[config.mk]
export PLATFORM = sky130hd
export DESIGN_NAME = ads1672_mc_capture
export DESIGN_NICKNAME = d
export VERILOG_FILES = /design/src/rtl/ads1672_mc_capture.sv
export SDC_FILE = /design/constraint.sdc
export NUM_CORES = 1
export LEC_CHECK = 0
export ABC_AREA = 0
export BUFFER_PORTS_ARGS = -buffer_cell sky130_fd_sc_hd__clkbuf_2
export CORE_MARGIN = 2
export CORE_UTILIZATION = 45
export CTS_CLUSTER_SIZE = 40
export DETAILED_ROUTE_END_ITERATION = 10
export PLACE_DENSITY_LB_ADDON = 0.15
export RECOVER_POWER = 100
export SETUP_SLACK_MARGIN = 0.2
export SLEW_MARGIN = 10
export SYNTH_ARGS = -nofsm -noshare
export SYNTH_HDL_FRONTEND = slang
export SYNTH_SLANG_ARGS = --single-unit
[constraint.sdc]
create_clock -name clk -period 4.1 [get_ports clk]
set_input_delay 0.41 -clock clk [delete_from_list [all_inputs] [get_ports clk]]
set_output_delay 0.41 -clock clk [all_outputs]
set_load 0.01 [all_outputs]
[src/rtl/ads1672_mc_capture.sv]
// Multi-lane ADS1672 serial capture: frame-sync/clock generation, per-lane shifters, sample FIFO, Avalon-MM regs.
// Optional macro ADS1672_MC_SIGN_EXT_EN: sign-extend stored samples (default: zero-extend).
module ads1672_mc_capture #(
  parameter int NUM_CH         = 2,
  parameter int ADC_DATA_WIDTH = 24,
  parameter int DATA_WIDTH     = 32,
  parameter int FIFO_DEPTH     = 16,
  parameter int CLK_DIV        = 4
) (
  input  logic                  clk,
  input  logic                  rst_n,
  input  logic [1:0]            address,
  input  logic                  read,
  input  logic                  write,
  input  logic [DATA_WIDTH-1:0] writedata,
  output logic [DATA_WIDTH-1:0] readdata,
  output logic                  irq,
  output logic                  clkx,
  output logic                  fsx,
  input  logic [NUM_CH-1:0]     drr,
  input  logic                  drdy_n,
  output logic                  start
);
  localparam int HALF = CLK_DIV / 2;
  localparam int AW   = (FIFO_DEPTH > 1) ? $clog2(FIFO_DEPTH) : 1;
  localparam int LW   = $clog2(FIFO_DEPTH + 1);
  localparam int DW   = $clog2(HALF + 1);
  localparam int BW   = $clog2(ADC_DATA_WIDTH + 1);
  localparam int SW   = $clog2(NUM_CH + 1);

  typedef enum logic [2:0] {
    S_IDLE = 3'd0, S_WAIT = 3'd1, S_SYNC = 3'd2, S_SHIFT = 3'd3, S_STORE = 3'd4
  } state_e;

  state_e                    state_q, state_d;
  logic [DW-1:0]             div_q, div_d;
  logic                      clkx_q, clkx_d;
  logic [BW-1:0]             bit_q, bit_d;
  logic [SW-1:0]             store_q, store_d;
  logic                      drop_q, drop_d;
  logic                      shift_en;
  logic [1:0]                rst_sync_q;
  logic [2:0]                drdy_q;
  logic                      en_q, cont_q, irq_en_q, arm_q, flush_q, ovf_q, missed_q;
  logic [ADC_DATA_WIDTH-1:0] shift_q [NUM_CH];
  logic [DATA_WIDTH-1:0]     mem_q [FIFO_DEPTH];
  logic [AW-1:0]             wr_ptr_q, rd_ptr_q;
  logic [LW-1:0]             level_q;
  logic [DATA_WIDTH-1:0]     readdata_q, rdata_d, push_data;
  logic [ADC_DATA_WIDTH-1:0] sample;
  logic [31:0]               status_w, ctrl_w;

  wire run      = rst_sync_q[1];
  wire trigger  = drdy_q[2] & ~drdy_q[1];
  wire tick     = (div_q == DW'(HALF - 1));
  wire empty    = (level_q == '0);
  wire full     = (level_q == LW'(FIFO_DEPTH));
  wire no_room  = (int'(level_q) > FIFO_DEPTH - NUM_CH);
  wire ctrl_wr  = write && (address == 2'd2);
  wire stat_wr  = write && (address == 2'd1);
  wire push     = (state_q == S_STORE) && !drop_q && en_q && !flush_q;
  wire pop      = read && (address == 2'd0) && !empty && !flush_q;
  wire ovf_set  = (state_q == S_SHIFT) && (state_d == S_STORE) && no_room;
  wire miss_set = trigger && (state_q inside {S_SYNC, S_SHIFT, S_STORE});
  wire unused_wdata = &{1'b0, writedata[DATA_WIDTH-1:5]};

  always_ff @(posedge clk or negedge rst_n) begin
    if (!rst_n) begin
      rst_sync_q <= 2'b00;
      drdy_q     <= 3'b111;
      state_q    <= S_IDLE;
      div_q      <= '0;
      clkx_q     <= 1'b0;
      bit_q      <= '0;
      store_q    <= '0;
      drop_q     <= 1'b0;
    end else begin
      rst_sync_q <= {rst_sync_q[0], 1'b1};
      drdy_q     <= {drdy_q[1:0], drdy_n};
      state_q    <= state_d;
      div_q      <= div_d;
      clkx_q     <= clkx_d;
      bit_q      <= bit_d;
      store_q    <= store_d;
      drop_q     <= drop_d;
    end
  end

  always_comb begin
    state_d  = state_q;
    div_d    = '0;
    clkx_d   = 1'b0;
    bit_d    = bit_q;
    store_d  = '0;
    drop_d   = drop_q;
    shift_en = 1'b0;
    case (state_q)
      S_IDLE: if (en_q && (cont_q || arm_q)) state_d = S_WAIT;
      S_WAIT: begin
        bit_d = '0;
        if (trigger) state_d = S_SYNC;
      end
      S_SYNC, S_SHIFT: begin
        div_d    = tick ? '0 : div_q + 1'b1;
        clkx_d   = tick ? ~clkx_q : clkx_q;
        shift_en = (state_q == S_SHIFT) && tick && !clkx_q;
        // a falling clkx edge closes one serial period
        if (tick && clkx_q) begin
          if (state_q == S_SYNC) begin
            state_d = S_SHIFT;
          end else if (bit_q == BW'(ADC_DATA_WIDTH - 1)) begin
            state_d = S_STORE;
            drop_d  = no_room;
          end else begin
            bit_d = bit_q + 1'b1;
          end
        end
      end
      S_STORE: begin
        store_d = store_q + 1'b1;
        if (store_q == SW'(NUM_CH - 1)) state_d = cont_q ? S_WAIT : S_IDLE;
      end
      default: state_d = S_IDLE;
    endcase
    if (!en_q || !run) begin
      state_d = S_IDLE;
      clkx_d  = 1'b0;
      div_d   = '0;
    end
  end

  always_ff @(posedge clk or negedge rst_n) begin
    if (!rst_n) begin
      for (int i = 0; i < NUM_CH; i++) shift_q[i] <= '0;
    end else if (shift_en) begin
      for (int i = 0; i < NUM_CH; i++) shift_q[i] <= {shift_q[i][ADC_DATA_WIDTH-2:0], drr[i]};
    end
  end

  always_comb begin
    sample = '0;
    for (int i = 0; i < NUM_CH; i++) if (store_q == SW'(i)) sample = shift_q[i];
`ifdef ADS1672_MC_SIGN_EXT_EN
    push_data = {DATA_WIDTH{sample[ADC_DATA_WIDTH-1]}};
`else
    push_data = '0;
`endif
    push_data[ADC_DATA_WIDTH-1:0] = sample;
  end

  always_ff @(posedge clk or negedge rst_n) begin
    if (!rst_n) begin
      en_q <= 1'b0; cont_q <= 1'b0; irq_en_q <= 1'b0;
      arm_q <= 1'b0; flush_q <= 1'b0; ovf_q <= 1'b0; missed_q <= 1'b0;
    end else begin
      if (ctrl_wr) begin
        en_q     <= writedata[0];
        cont_q   <= writedata[1];
        irq_en_q <= writedata[4];
      end
      arm_q   <= ctrl_wr && writedata[2];
      flush_q <= ctrl_wr && writedata[3];
      // new events win over a coincident clear so none are lost
      if (ovf_set) ovf_q <= 1'b1;
      else if (stat_wr && writedata[2]) ovf_q <= 1'b0;
      if (miss_set) missed_q <= 1'b1;
      else if (stat_wr && writedata[3]) missed_q <= 1'b0;
    end
  end

  always_ff @(posedge clk) begin
    if (push) mem_q[wr_ptr_q] <= push_data;
  end

  always_ff @(posedge clk or negedge rst_n) begin
    if (!rst_n) begin
      wr_ptr_q   <= '0;
      rd_ptr_q   <= '0;
      level_q    <= '0;
      readdata_q <= '0;
    end else begin
      if (flush_q) begin
        wr_ptr_q <= '0;
        rd_ptr_q <= '0;
        level_q  <= '0;
      end else begin
        if (push) wr_ptr_q <= (wr_ptr_q == AW'(FIFO_DEPTH - 1)) ? '0 : wr_ptr_q + 1'b1;
        if (pop)  rd_ptr_q <= (rd_ptr_q == AW'(FIFO_DEPTH - 1)) ? '0 : rd_ptr_q + 1'b1;
        if (push && !pop) level_q <= level_q + 1'b1;
        else if (pop && !push) level_q <= level_q - 1'b1;
      end
      readdata_q <= rdata_d;
    end
  end

  assign status_w = {13'd0, state_q, 8'(level_q), 4'd0, missed_q, ovf_q, full, empty};
  assign ctrl_w   = {27'd0, irq_en_q, flush_q, arm_q, cont_q, en_q};

  always_comb begin
    rdata_d = '0;
    if (read) begin
      case (address)
        2'd0:    if (!empty) rdata_d = mem_q[rd_ptr_q];
        2'd1:    rdata_d = DATA_WIDTH'(status_w);
        2'd2:    rdata_d = DATA_WIDTH'(ctrl_w);
        default: rdata_d = '0;
      endcase
    end
  end

  assign readdata = readdata_q;
  assign irq      = irq_en_q & ((level_q >= LW'(NUM_CH)) | ovf_q);
  assign clkx     = clkx_q;
  assign fsx      = (state_q == S_SYNC);
  assign start    = en_q;
endmodule
==> flow_summary.yaml, run 1 <==
power_and_ir_drop:
  p_per_area_nw_per_um2: 444
  leakagePower_nw: 6.77
  seq_power_share: 0.551
  intPower_w: 0.00781
  irDropWorstVdd_uv: 296
  finalPower_w: 0.00977
  switchingPower_w: 0.00196
  p_sw_frac: 0.200
  comb_power_share: 0.008
  pwr-share-clk: 0.442
setup_path:
  crit_required_ps: 4570
  startpoint_type: "register"
  crit_arrival_ps: 3920
  worstPathCellList: "clkbuf_2 -> mux4_2 -> mux2i_1 -> o22ai_1 -> a31o_2"
  endpoint_kind: "register"
  crit_fanout: 27
  crit_type: "reg2reg"
  slowest_delay_ps: 1520
  cp_slowest_cell: "dfrtp_1"
placement:
  gp_congestion: 0.771
  portBuffers: 41
  hpwl_um: 24800
  pre_cts_ws_ps: 872
die:
  die_y_um: 212
  ios: 77
  start_util: 0.454
  num_rows: 76
  core-area_sq_um: 43000
  die_x_um: 212
  dieArea_sq_um: 45000
layout:
  drive_gt1_frac: 0.249
  area_delta_synth_final_pct: 12.8
  fin_nets: 1129
  n_antenna_cell: 0
global_route:
  antenna_found_initial: 0
  grt_max_degree: 66
  grt_pass1_vias: 9729
  grtUsageTotal: 0.196
  grt_pass1_wl_um: 63800
  gr-total-overflow: 0
timing:
  worst_slack_ps: 654
  setup_violations: 0
  rsz0062_at_grt: "no"
  slew-limit-headroom: -0.177
  fin_skew_ps: 15.5
  period_share: 0.840
  maxSlewViolCount: 121
  hold_viol: 0
  clock.fmax_mhz: 290
  setup_tns_ps: 0
  holdWs_ps: 63.6
  tightestPinTransition_ps: 1770
  fin_crit_ps: 3450
cts:
  post_cts_buffers: 0
  cts_tree: "done"
  h-tree-depth: 2
  cts.sink_count: 495
  cts-resized-gates: 0
  clk_pin_slew_ps: 60
  holdBufCountCts: 2
  cts_buffers: 50
  cts_buffer_depth: 3
  worstSkewPairLatency_ps: 590
  clock-root-buffer: "clkbuf_16"
route:
  route.final.wire_length_um: 42400
  drtPass1Iterations: 5
  drtIter0Drc: 991
  drc_errors: 0
  viasPerCell: 5.59
  ant_nets: 0
  vias: 9514
  wl_per_cell_um: 24.9
synth:
  async_reset_ff_frac: 0.224
  synth_top_area_frac: 0.591
  synth_edf_count: 384
  synth_area_leaders: "edfxtp_1 (59%), dfrtp_1 (14%), mux4_2 (11%)"
  ys.flop_type: "edfxtp_1"
  yosysUniqueCellTypes: 54
  yosys.area.top_type: "edfxtp_1"
  syn_area_sq_um: 19500
  yosysWarningCount: 0
  avgSynthCellArea_sq_um: 19.5
  seq_area_frac_synth: 0.734
  synth.most_common_cell: "edfxtp_1"
  ys_seq_elements: 495
  synth_cells: 1003
  synth_commonest_cells: "edfxtp_1 (384), dfrtp_1 (108), mux4_2 (96)"
run_status:
  violations: "capacitance limit, slew limit"
  status: "finished, violations left"
worst_hold_path:
  min_path_type: "in2reg"
run:
  cap_violations: 3
[power groups by stage]
stage,registers [W],clock network (W),logic (W)
6_report,0.00538,0.00431,0.0000742
5_1_grt,0.00537,0.00462,0.0000850
2_1_floorplan,0.00547,0,0.0000400
3_5_place_dp,0.00548,0,0.0000787
4_1_cts,0.00538,0.00442,0.0000806
3_3_place_gp,0.00548,0,0.0000785
[stage by stage]
stage | std cells | utilization | area [sq um]
6_report | 1702 | 0.512 | 22000
3_5_place_dp | 1607 | 0.481 | 20700
4_1_cts | 1702 | 0.518 | 22200
2_1_floorplan | 1010 | - | 19500
5_1_grt | 1702 | 0.512 | 22000
3_3_place_gp | 1607 | 0.481 | 20700
[sequential cells by signal (all words and copies together) (netlist names), 2 cells and up]
name / count
mem_q: 384
shift_q: 48
readdata: 24
bit_q: 5
level_q: 5
rd_ptr_q: 4
wr_ptr_q: 4
drdy_q: 3
state_q: 3
div_q: 2
rst_sync_q: 2
store_q: 2
[final cells by class]
class,count,area (sq um)
clock buffers,68,1380
clock inverters,25,171
fillers,3553,21000
inverters,6,22.5
multi-input cells,446,4930
flip-flops and latches,495,14300
well taps,585,732
repair buffers,77,453
[cell families after synthesis]
| family | synth area share |
|---|---|
| buf+inv | 0.0174 |
| compound gates | 0.0417 |
| mux | 0.162 |
| fa+ha+maj | 0.00808 |
| xor+xnor | 0.00487 |
| simple gates | 0.0322 |
| other cells | 0.000385 |
| flops | 0.734 |
[worst paths after layout]
kind | to | cells after the start | slack [ps] | startpoint
worst max-delay path | readdata[4] | 5 | 650 | rd_ptr_q[0]
worst min-delay path | cont_q | 2 | 60 | writedata[1]
worst max register to register | readdata[4] | 5 | 650 | rd_ptr_q[0]
worst min register to register | rst_sync_q[1] | 0 | 350 | rst_sync_q[0]
max in group asynchronous | shift_q[42] | 3 | 1190 | rst_n
min in group asynchronous | readdata[5] | 2 | 820 | rst_n
[metal layers]
| layer | part of all wire | track usage | vias to the layer above |
|---|---|---|---|
| met5 | 0 | 0 | - |
| met4 | 0.016 | 0.0458 | 0 |
| met3 | 0.046 | 0.0316 | 45 |
| met2 | 0.47 | 0.307 | 212 |
| met1 | 0.47 | 0.292 | 5100 |
| li1 | - | - | 4157 |
[worst max-delay path: cells and delay by family (launching register included)]
family / cells / cell delay [ps]
mux: 2 / 780
flops: 1 / 1520
compound gates: 2 / 500
buf+inv: 1 / 510
[placed cells by master (no fill, tap or decap), types with 9 or more instances in the layout]
cell type | synthesis | routed
edfxtp_1 | 384 | 384
dfrtp_1 | 108 | 106
mux4_2 | 96 | 96
mux2_2 | 52 | 52
clkbuf_16 | 0 | 50
clkbuf_1 | 26 | 50
mux2i_1 | 40 | 40
nand2_1 | 28 | 28
a22o_1 | 26 | 26
clkbuf_2 | 0 | 25
a211oi_1 | 23 | 23
nor2_1 | 31 | 20
nor2b_1 | 18 | 17
a21o_1 | 12 | 12
clkinv_1 | 0 | 12
ha_1 | 11 | 11
o21ai_0 | 10 | 10
o22ai_1 | 10 | 10
a21oi_1 | 9 | 9
nor2_4 | 0 | 9
conb_1 | 2 | 9
(Power assumes the default switching activity.)
==> inputs of run 2 (changes only) <==
Clock period 4.1 ns to 3.05 ns, I/O delays scaled along.
==> flow_summary.yaml, run 2 (synthesis results as in run 1) <==
run_status:
  status: "finished, violations left"
  violations: "capacitance limit, slew limit"
setup_path:
  crit_type: "reg2reg"
  crit_required_ps: 3520
  crit_fanout: 8
  startpoint_type: "register"
  endpoint_kind: "register"
  crit_arrival_ps: 3240
route:
  drtIter0Drc: 917
  ant_nets: 0
  drc_errors: 0
  viasPerCell: 5.57
  route.final.wire_length_um: 43300
  vias: 9656
  wl_per_cell_um: 25.0
  drtPass1Iterations: 5
timing:
  clock.fmax_mhz: 360
  fin_skew_ps: 15.6
  hold_viol: 0
  tightestPinTransition_ps: 1590
  fin_crit_ps: 2770
  period_share: 0.910
  slew-limit-headroom: -0.0585
  setup_tns_ps: 0
  setup_violations: 0
  maxSlewViolCount: 56
  rsz0062_at_grt: "no"
run:
  cap_violations: 1
global_route:
  gr-total-overflow: 0
  grt_max_degree: 57
  grtUsageTotal: 0.200
  grt_pass1_vias: 10076
  grt_pass1_wl_um: 64700
  antenna_found_initial: 0
cts:
  h-tree-depth: 2
  clock-root-buffer: "clkbuf_16"
  worstSkewPairLatency_ps: 590
  cts_buffers: 51
  cts.sink_count: 495
  cts_buffer_depth: 3
  clk_pin_slew_ps: 60
  cts_tree: "done"
power_and_ir_drop:
  p_per_area_nw_per_um2: 606
  irDropWorstVdd_uv: 364
  finalPower_w: 0.0136
  leakagePower_nw: 6.98
die:
  dieArea_sq_um: 45000
  core-area_sq_um: 43000
  die_y_um: 212
  die_x_um: 212
  start_util: 0.454
  ios: 77
  num_rows: 76
placement:
  portBuffers: 41
  hpwl_um: 24600
  gp_congestion: 0.794
layout:
  area_delta_synth_final_pct: 15.2
  layout_commonest_cell: "edfxtp_1"
  fillers: 3438
  fin_nets: 1159
  largest_reg_flops: 384
  largest-register: "mem_q"
  drive_gt1_frac: 0.263
  n_antenna_cell: 0
  final_cell_mix: "edfxtp_1 (384), dfrtp_1 (104), mux4_2 (96)"
worst_hold_path:
  min_path_type: "in2reg"
[run 2: cell types whose count changed in the layout (fill, tap and decap cells not counted), sizes merged]
cell / change
clkinvlp: +1
inv: -1
clkbuf: +22
clkinv: -18
buf: +16
bufinv: +3
dlygate4sd3: +9
[run 2: layout make-up]
type,count,area (sq um),area share
sequential,495,14300,0.637
multi-input combinational,446,4940,0.220
clock buffer,86,1540,0.0685
timing repair buffer,106,746,0.0332
tap,585,732,0.0326
clock inverter,10,170,0.00757
inverter,6,22.5,0.00100
[run 2: worst max-delay path: stages, from the launching register on]
cell and delay (ps):
dfrtp_1 470, or4_1 620, o211ai_4 220, nand2_2 110, fa_2 370, a21o_1 170, a21oi_2 170, nand3_1 110
o31ai_2 80, mux2_1 340
[run 2: timing repair]
action                                 in CTS  in global routing
endpoints found under the hold margin      60                  0
hold buffers                               11                  0
setup buffers                               0                  3
resized for setup                           0                  2
setup endpoints to repair                   0                  1
[run 2: path summary, 6_finish.rpt]
path	cells after the start	endpoint	slack, ps	startpoint
hold reg to reg	0	rst_sync_q[1]	350	rst_sync_q[0]
setup / recovery	9	level_q[4]	280	level_q[1]
max in group asynchronous	3	readdata[8]	1080	rst_n
min in group asynchronous	2	readdata[21]	640	rst_n
hold / removal	4	missed_q	60	write
setup reg to reg	9	level_q[4]	280	level_q[1]
[run 2: routing by layer]
metal  routed length, um  global-route usage  share of wire  vias to the layer above
met4                 825              0.0596          0.019                        0
met2               21000               0.326           0.48                      264
met5                   0                   0              0                        -
li1                    -                   -              -                     4211
met3                2390              0.0387          0.055                       70
met1               19200               0.276           0.44                     5111
[run 2: power by group]
group	leakage, nW	switching [W]	internal [W]
clock network	0.823	0.00250	0.00377
logic	1.77	0.0000799	0.0000411
registers	4.39	0.0000164	0.00721
total	6.98	0.00260	0.0110
[run 2: through the flow]
step           instances  cell area (sq um)  hold WS, ps  utilization  setup slack (ps)
2_1_floorplan       1010              19600         9.41            -               200
3_3_place_gp        1624              20900          334        0.485               305
3_5_place_dp        1624              20900          336        0.485               310
4_1_cts             1731              22700         16.3        0.528               302
5_1_grt             1734              22500         42.8        0.523               120
6_report            1734              22500         59.9        0.523               275
==> inputs of run 3 (changes only) <==
Settings changed: CORE_UTILIZATION 45 to 40.
==> flow_summary.yaml, run 3 (synthesis results as in run 1) <==
die:
  dieArea_sq_um: 50600
  core-area_sq_um: 47900
  die_y_um: 225
  ios: 77
  num_rows: 80
  die_x_um: 225
  start_util: 0.407
layout:
  largest_reg_flops: 384
  fillers: 4115
  layout_commonest_cell: "edfxtp_1"
  largest-register: "mem_q"
  drive_gt1_frac: 0.263
  area_delta_synth_final_pct: 14.6
  n_antenna_cell: 0
  final_core_util: 0.466
  final_cell_mix: "edfxtp_1 (384), dfrtp_1 (105), mux4_2 (96)"
  final_cell_area_sq_um: 22400
  regArea_sq_um: 14300
  multi_input_area_sq_um: 4950
  fin_nets: 1166
route:
  drc_errors: 0
  viasPerCell: 5.43
  ant_nets: 0
  wl_per_cell_um: 25.0
  drtPass1Iterations: 5
  vias: 9626
  route.final.wire_length_um: 44400
  drtIter0Drc: 767
cts:
  cts_tree: "done"
  h-tree-depth: 2
  cts_buffers: 52
  clk_pin_slew_ps: 60
  cts_buffer_depth: 3
  worstSkewPairLatency_ps: 600
  clock-root-buffer: "clkbuf_16"
  cts.sink_count: 495
  post_cts_buffers: 0
setup_path:
  crit_fanout: 8
  crit_arrival_ps: 3270
  cp_slowest_cell: "or4_1"
  startpoint_type: "register"
  crit_type: "reg2reg"
  worstPathCellList: "or4_1 -> o211ai_4 -> nand2_2 -> fa_2 -> a21o_1 -> a21oi_2 -> nand3_1 -> o31ai_2 -> mux2_1"
  r2r_cells: 9
  slowest_delay_ps: 630
  endpoint_kind: "register"
  crit_required_ps: 3530
global_route:
  grt_pass1_wl_um: 65400
  grt_pass1_vias: 9759
  gr-total-overflow: 0
  antenna_found_initial: 0
  grtUsageTotal: 0.180
  grt_max_degree: 53
placement:
  hpwl_um: 25600
  portBuffers: 41
  gp_congestion: 0.771
  place_area_sq_um: 20900
timing:
  hold_viol: 0
  setup_tns_ps: 0
  fin_crit_ps: 2790
  fin_skew_ps: 10.3
  rsz0062_at_grt: "no"
  maxSlewViolCount: 0
  setup_violations: 0
  clock.fmax_mhz: 358
  slew-limit-headroom: 0.00569
  period_share: 0.916
  tightestPinTransition_ps: 1490
power_and_ir_drop:
  p_per_area_nw_per_um2: 597
  leakagePower_nw: 6.96
  irDropWorstVdd_uv: 412
  finalPower_w: 0.0133
worst_hold_path:
  min_path_cells: 4
  min_path_type: "in2reg"
run_status:
  status: "finished, final reports clean"
run:
  cap_violations: 0
## run 3: changes by cell type in the layout (fill, tap and decap cells not counted), moves of 2 or more
cell       change
buf_12         -7
bufinv_16      -3
clkbuf_1       -3
clkbuf_2       +3
clkbuf_4       +6
clkbuf_8       -4
clkinv_1       +8
clkinv_2       +5
dfstp_1        +2
dfstp_2        -2
nor2_1         -5
nor2_4         +6
nor3_1         +3
nor3_4         -3
## run 3: repair_timing
action                                 4_1_cts  5_1_grt
hold buffers                                11        0
endpoints found under the hold margin       41        0
setup endpoints to repair                    0        1
resized for setup                            0        1
## run 3: critical path, delay by kind of cell, from the launching register on
family | cells | cell delay, ps
DFF | 1 | 470
muxes | 1 | 340
AOI/OAI and AO/OA | 4 | 660
adders and majority gates | 1 | 370
and+or+nand+nor | 3 | 860
## run 3: layer usage
layer	wire, um	part of all wire	up-vias	global-route usage
li1	-	-	4242	-
met1	20400	0.46	5120	0.252
met2	21300	0.48	198	0.296
met3	1740	0.039	66	0.0299
met4	841	0.019	0	0.0421
met5	0	0	-	0
## run 3: worst paths after layout
kind / slack [ps] / endpoint / startpoint
max in group asynchronous: 1070 / shift_q[0] / rst_n
hold / removal: 50 / missed_q / write
setup / recovery: 260 / level_q[4] / level_q[0]
setup reg to reg: 260 / level_q[4] / level_q[0]
min in group asynchronous: 240 / readdata[21] / rst_n
hold reg to reg: 360 / rst_sync_q[1] / rst_sync_q[0]
## run 3: power by group
| group | leakage [nW] | switching [W] | total, W | internal (W) |
|---|---|---|---|---|
| clock | 0.792 | 0.00256 | 0.00601 | 0.00345 |
| combinational | 1.77 | 0.0000769 | 0.000116 | 0.0000390 |
| sequential | 4.39 | 0.0000175 | 0.00722 | 0.00721 |
| total | 6.96 | 0.00265 | 0.0133 | 0.0107 |
## run 3: through the flow
step / worst slack, ps / instances / hold WS (ps)
global route: 104 / 1772 / 45.8
detailed placement: 320 / 1663 / 335
finish: 257 / 1772 / 53.1
floorplan: 200 / 1010 / 9.41
global placement: 291 / 1663 / 328
CTS: 317 / 1772 / 10.6
## run 3: final cells by class
class / instances / share of cell area
clock buffer: 78 / 0.0666
clock inverter: 20 / 0.00576
inverter: 6 / 0.00101
multi-input combinational: 446 / 0.221
sequential: 495 / 0.640
tap: 615 / 0.0344
timing repair buffer: 112 / 0.0305
